`src/rtl/fp16_mul_arbiter.sv`:
```
// fp16_mul_arbiter: shares one fixed-latency fp16 multiplier among NREQ requesters, with a credit-limited response FIFO.
// Optional build macro FP16_ARB_FIXED_PRI_EN gives requester 0 absolute priority over the round-robin.
module fp16_mul_arbiter #(
    parameter int NREQ      = 4,
    parameter int MUL_LAT   = 1,
    parameter int RSP_DEPTH = 4
) (
    input  logic                    CLK,
    input  logic                    RESET,
    input  logic [NREQ-1:0]         req_valid,
    output logic [NREQ-1:0]         req_ready,
    input  logic [16*NREQ-1:0]      req_a,
    input  logic [16*NREQ-1:0]      req_b,
    output logic [15:0]             mul_a,
    output logic [15:0]             mul_b,
    input  logic [15:0]             mul_p,
    output logic                    rsp_valid,
    input  logic                    rsp_ready,
    output logic [$clog2(NREQ)-1:0] rsp_id,
    output logic [15:0]             rsp_data,
    output logic                    busy
);
    localparam int ID_W = $clog2(NREQ);
    localparam int PW   = (RSP_DEPTH > 1) ? $clog2(RSP_DEPTH) : 1;
    localparam int CW   = $clog2(RSP_DEPTH + MUL_LAT + 1) + 1;

    logic [ID_W-1:0]    last_grant_r;
    logic [MUL_LAT-1:0] tag_v_r;
    logic [ID_W-1:0]    tag_id_r [MUL_LAT];
    logic [ID_W+15:0]   mem_r [RSP_DEPTH];
    logic [PW-1:0]      wr_ptr_r;
    logic [PW-1:0]      rd_ptr_r;
    logic [CW-1:0]      fifo_cnt_r;

    logic [CW-1:0]      inflight_s;
    logic               credit_ok_s;
    logic               found_s;
    logic [ID_W-1:0]    grant_idx_s;
    logic [NREQ-1:0]    grant_s;
    logic               upd_lg_s;
    logic               push_s;
    logic               pop_s;
    logic [ID_W+15:0]   head_s;

    function automatic logic [PW-1:0] ptr_inc(input logic [PW-1:0] p);
        if (p == PW'(RSP_DEPTH - 1)) begin
            return '0;
        end else begin
            return p + PW'(1);
        end
    endfunction

    // Count ops still travelling through the multiplier.
    always_comb begin
        inflight_s = '0;
        for (int i = 0; i < MUL_LAT; i++) begin
            inflight_s = inflight_s + CW'(tag_v_r[i]);
        end
    end

    // A pop in this cycle only frees its credit once the count register drops.
    assign credit_ok_s = ((fifo_cnt_r + inflight_s) < CW'(RSP_DEPTH)) && !RESET;

    // Round-robin search starting just after the last granted requester.
    always_comb begin
        int idx_v;
        found_s     = 1'b0;
        grant_idx_s = '0;
        idx_v       = 0;
        if (credit_ok_s) begin
`ifdef FP16_ARB_FIXED_PRI_EN
            if (req_valid[0]) begin
                found_s = 1'b1;
            end else begin
`endif
                for (int k = 1; k <= NREQ; k++) begin
                    idx_v = (int'(last_grant_r) + k) % NREQ;
                    if (!found_s && req_valid[ID_W'(idx_v)]) begin
                        found_s     = 1'b1;
                        grant_idx_s = ID_W'(idx_v);
                    end else begin
                        found_s = found_s;
                    end
                end
`ifdef FP16_ARB_FIXED_PRI_EN
            end
`endif
        end else begin
            found_s = 1'b0;
        end
    end

    // One-hot grant and operand mux for the issue cycle.
    always_comb begin
        grant_s = '0;
        mul_a   = 16'h0000;
        mul_b   = 16'h0000;
        if (found_s) begin
            grant_s[grant_idx_s] = 1'b1;
            mul_a = req_a[16*grant_idx_s +: 16];
            mul_b = req_b[16*grant_idx_s +: 16];
        end else begin
            grant_s = '0;
        end
    end

    assign req_ready = grant_s;

`ifdef FP16_ARB_FIXED_PRI_EN
    // Priority grants to requester 0 leave the rotation untouched.
    assign upd_lg_s = found_s && (grant_idx_s != '0);
`else
    assign upd_lg_s = found_s;
`endif

    // Round-robin pointer, moved only by a transfer.
    always_ff @(posedge CLK or posedge RESET) begin
        if (RESET) begin
            last_grant_r <= ID_W'(NREQ - 1);
        end else if (upd_lg_s) begin
            last_grant_r <= grant_idx_s;
        end else begin
            last_grant_r <= last_grant_r;
        end
    end

    // Tag pipe carrying {valid, requester id} alongside the multiplier.
    always_ff @(posedge CLK or posedge RESET) begin
        if (RESET) begin
            tag_v_r <= '0;
            for (int i = 0; i < MUL_LAT; i++) begin
                tag_id_r[i] <= '0;
            end
        end else begin
            tag_v_r[0]  <= found_s;
            tag_id_r[0] <= grant_idx_s;
            for (int i = 1; i < MUL_LAT; i++) begin
                tag_v_r[i]  <= tag_v_r[i-1];
                tag_id_r[i] <= tag_id_r[i-1];
            end
        end
    end

    assign push_s = tag_v_r[MUL_LAT-1];
    assign pop_s  = rsp_valid && rsp_ready;

    // Response FIFO: circular buffer with occupancy counter.
    always_ff @(posedge CLK or posedge RESET) begin
        if (RESET) begin
            wr_ptr_r   <= '0;
            rd_ptr_r   <= '0;
            fifo_cnt_r <= '0;
            for (int i = 0; i < RSP_DEPTH; i++) begin
                mem_r[i] <= '0;
            end
        end else begin
            if (push_s) begin
                mem_r[wr_ptr_r] <= {tag_id_r[MUL_LAT-1], mul_p};
                wr_ptr_r        <= ptr_inc(wr_ptr_r);
            end
            if (pop_s) begin
                rd_ptr_r <= ptr_inc(rd_ptr_r);
            end
            case ({push_s, pop_s})
                2'b10:   fifo_cnt_r <= fifo_cnt_r + CW'(1);
                2'b01:   fifo_cnt_r <= fifo_cnt_r - CW'(1);
                default: fifo_cnt_r <= fifo_cnt_r;
            endcase
        end
    end

    assign head_s    = mem_r[rd_ptr_r];
    assign rsp_valid = (fifo_cnt_r != '0);
    assign rsp_id    = rsp_valid ? head_s[ID_W+15:16] : '0;
    assign rsp_data  = rsp_valid ? head_s[15:0] : 16'h0000;
    assign busy      = (inflight_s != '0) || rsp_valid;

endmodule

```
`config.mk`:
```
export PLATFORM = sky130hd
export DESIGN_NAME = fp16_mul_arbiter
export DESIGN_NICKNAME = d
export VERILOG_FILES = /design/src/rtl/fp16_mul_arbiter.sv
export SDC_FILE = /design/constraint.sdc
export NUM_CORES = 1
export LEC_CHECK = 0
export CORE_UTILIZATION = 64
export DETAILED_ROUTE_END_ITERATION = 7
export DONT_BUFFER_PORTS = 1
export GPL_TIMING_DRIVEN = 0
export PLACE_DENSITY = 0.8
export SLEW_MARGIN = 5
export SYNTH_ARGS = -nofsm -noshare
export SYNTH_HDL_FRONTEND = slang
export SYNTH_SLANG_ARGS = --single-unit
```
`constraint.sdc`:
```
create_clock -name CLK -period 2.9 [get_ports CLK]
set_input_delay 0.29 -clock CLK [delete_from_list [all_inputs] [get_ports CLK]]
set_output_delay 0.29 -clock CLK [all_outputs]
set_load 0.01 [all_outputs]
```
==> impl_metrics.tcl <==
set metrics [dict create \
    status "complete, no violations" \
    power_density_nw_per_um2 1070 \
    post-place-cells 488 \
    die_h_um 89.92 \
    met1_usage 0.3775 \
    clock_skew_ns 0.01281 \
    syn_area_per_cell_um2 12.75 \
    rows 31 \
    cp_common_cell "buf_4" \
    syn_inst 388 \
    cpLargestDelayFamily "buffers and inverters" \
    min_period_ns 2.792 \
    synth_edf_count 0 \
    grt_max_degree 58 \
    start_kind "flop" \
    report.final.hold_viol_count 0 \
    wl_per_cell_um 22.90 \
    whs_ns 0.07834 \
    antenna_found_initial 2 \
    p_leak_uw 0.002412 \
    max-clock-path-buffers 2 \
    fillers 501 \
    crit_chain "buf_2, mux2_1, nand2_1, o221ai_2, buf_4, buf_4, mux2i_1, o22ai_1" \
    yosysUniqueCellTypes 37 \
    route.detailed.drc 0 \
    path_max_fanout 10 \
    layoutNonFillerInstCount 507 \
    synth.top_cell.area_share 0.4198 \
    synth_flop_cell "dfrtp_1" \
    critical_path_class "flop to output port" \
    die_area_um2 8086 \
    use_met2 0.4885 \
    max_freq_ghz 0.3582 \
    htree_levels 3 \
    ys_ff_latch 85 \
    switchingPower_uw 2039 \
    drv_cap 0 \
    wl_um 11610 \
    p_clk_frac 0.151 \
    area_growth_pct 7.587 \
    power.internal_uw 3657 \
    critPathMaxStageDelay_ns 0.53 \
    ys_seq_area_frac 0.4305 \
    port_buffers 0 \
    rsz0062_at_grt "no" \
    pre_cts_slack_ns 0.3680 \
    grtUsageMet3 0.05584 \
    first_global_vias 3353 \
    vias 3275 \
    clkSinkCount 85 \
    clkSlewWorstSetupHoldPaths_ns 0.09 \
    top_usage_layer "met2" \
    io_pins 207 \
    p_seq_frac 0.366 \
    final_core_util 0.7222 \
    seqCellArea_um2 2130 \
    hold_path_class "input port to flop" \
    ys_async_sr_fraction 1.000 \
    tightest_slew_ns 0.7510 \
    nets 560 \
    clock_tree.root_cell "clkbuf_8" \
    crit_path_end_kind "output port" \
    yosys_warnings 0 \
    setup_slack_ns 0.1080 \
    slowest_stage "dfstp_2" \
    start_util 0.6713 \
    final-setup-viol-count 0 \
    synth.top_cells.by_area "dfrtp_1 42%, mux2_2 17%, mux2i_1 13%, mux4_2 8.2%, o22ai_1 4.3%" \
    layout_common_cells "83 x dfrtp_1, 74 x mux2_2, 65 x mux2i_1" \
    via_per_inst 6.460 \
    required_ns 2.61 \
    multi_input_area_um2 2624 \
    syn_area_um2 4947 \
    syn_nets 547 \
    dp_hpwl_um 9092 \
    design_area_um2 5323 \
    synth_top_area_cell "dfrtp_1" \
    drive_gt1_frac 0.3300 \
    antenna_left 0 \
    combPwrFrac 0.483 \
    gp_congestion 0.8374 \
    finalCritPeriodShare 0.9627 \
    die_w_um 89.92 \
    grt_use_total 0.2950 \
    clk_latency_ns 0.35 \
    drt_iter0_markers 153 \
    ctsResizeCount 0 \
    grt_pass1_wl_um 18030 \
    path_buf_inv 3 \
    numCtsBuffers 9 \
    final_max_slew_viol_count 0 \
    arrival_ns 2.50 \
    dpl_cell_area_um2 5101 \
    max-slew-margin-rel 0.4993 \
    cts_tree "yes" \
    core_um2 7370 \
    p_sw_frac 0.3580 \
    peakVddDrop_mv 0.5182 \
    final_common_cell "dfrtp_1" \
    drt_first_pass_iters 4 \
    grt_overflow 0 \
]
[cell families after synthesis]
logic type,count (synthesis),share of synthesized area
flops,85,0.4304
simple gates,51,0.05868
buf+inv,36,0.03920
compound gates,45,0.05842
fa+ha+maj,8,0.02023
mux,158,0.3842
xor+xnor,5,0.008851
[cell usage after synthesis (3+ instances only)]
cell type / n
mux4_2: 18
inv_1: 8
clkbuf_1: 8
nand2b_1: 5
buf_2: 11
mux2i_1: 65
mux2_2: 74
and2_1: 19
a21oi_1: 3
o21ai_0: 3
ha_1: 8
xor2_1: 4
o22ai_1: 34
dfrtp_1: 83
nor2_1: 4
buf_4: 4
nand2_1: 10
buf_6: 4
[worst register-to-register path: cells and delay by family (launching register included)]
family | cells | cell delay (ns)
AND/OR/NAND/NOR | 3 | 0.79
XOR/XNOR | 3 | 0.48
adder cells (fa/ha/maj) | 2 | 0.44
flip-flops | 1 | 0.37
buffers and inverters | 2 | 0.24
AO/OA/AOI/OAI | 1 | 0.14
[what timing repair did]
action,in CTS,in global routing
buffers inserted,0,0
hold buffers,1,0
hold endpoints to repair,28,0
[power groups by stage]
| stage | combinational, uW | clock (uW) | sequential (uW) |
|---|---|---|---|
| CTS | 2780 | 879 | 2080 |
| finish | 2750 | 861 | 2090 |
| detailed placement | 2770 | 0 | 2110 |
| floorplan | 2350 | 0 | 2000 |
| global route | 2980 | 929 | 2160 |
| global placement | 2670 | 0 | 2060 |
[per-layer routing]
layer	routed length, um	vias up
li1	-	1466
met4	419	0
met3	643	24
met1	4690	1655
met5	0	-
met2	5857	130
[metrics by stage]
step                      setup TNS [ns]  total power (uW)
final                                  0              5696
after global routing                   0              6064
after CTS                              0              5738
after detailed placement               0              4877
after global placement            -29.74              4729
after floorplan                        0              4352
[state kept, by name, summed over array words and instances (netlist names)]
register and flops:
fifo_cnt_r 4, last_grant_r 2, mem_r 72, push_s 1, rd_ptr_r 2, tag_id_r 2, wr_ptr_r 2
[layout make-up]
| type | count | share of cell area |
|---|---|---|
| inverter | 8 | 0.006112 |
| timing repair buffer | 2 | 0.007052 |
| clock buffer | 10 | 0.02586 |
| tap | 99 | 0.02327 |
| buffer | 28 | 0.03079 |
| sequential | 85 | 0.4001 |
| antenna | 2 | 0.0009403 |
| multi-input combinational | 267 | 0.4929 |
| clock inverter | 6 | 0.01293 |
[path summary, 6_finish.rpt]
path | start | to | slack [ns] | cells past startpoint
min in group asynchronous | RESET | mem_r[4] | 0.40 | 2
max reg2reg | fifo_cnt_r[1] | fifo_cnt_r[2] | 0.32 | 11
min | mul_p[3] | mem_r[39] | 0.08 | 1
min reg2reg | mem_r[70] | mem_r[70] | 0.51 | 1
max in group asynchronous | RESET | last_grant_r[1] | 1.87 | 3
max | last_grant_r[1] | mul_a[9] | 0.11 | 8
No activity file was read; power rests on OpenSTA's default activity.
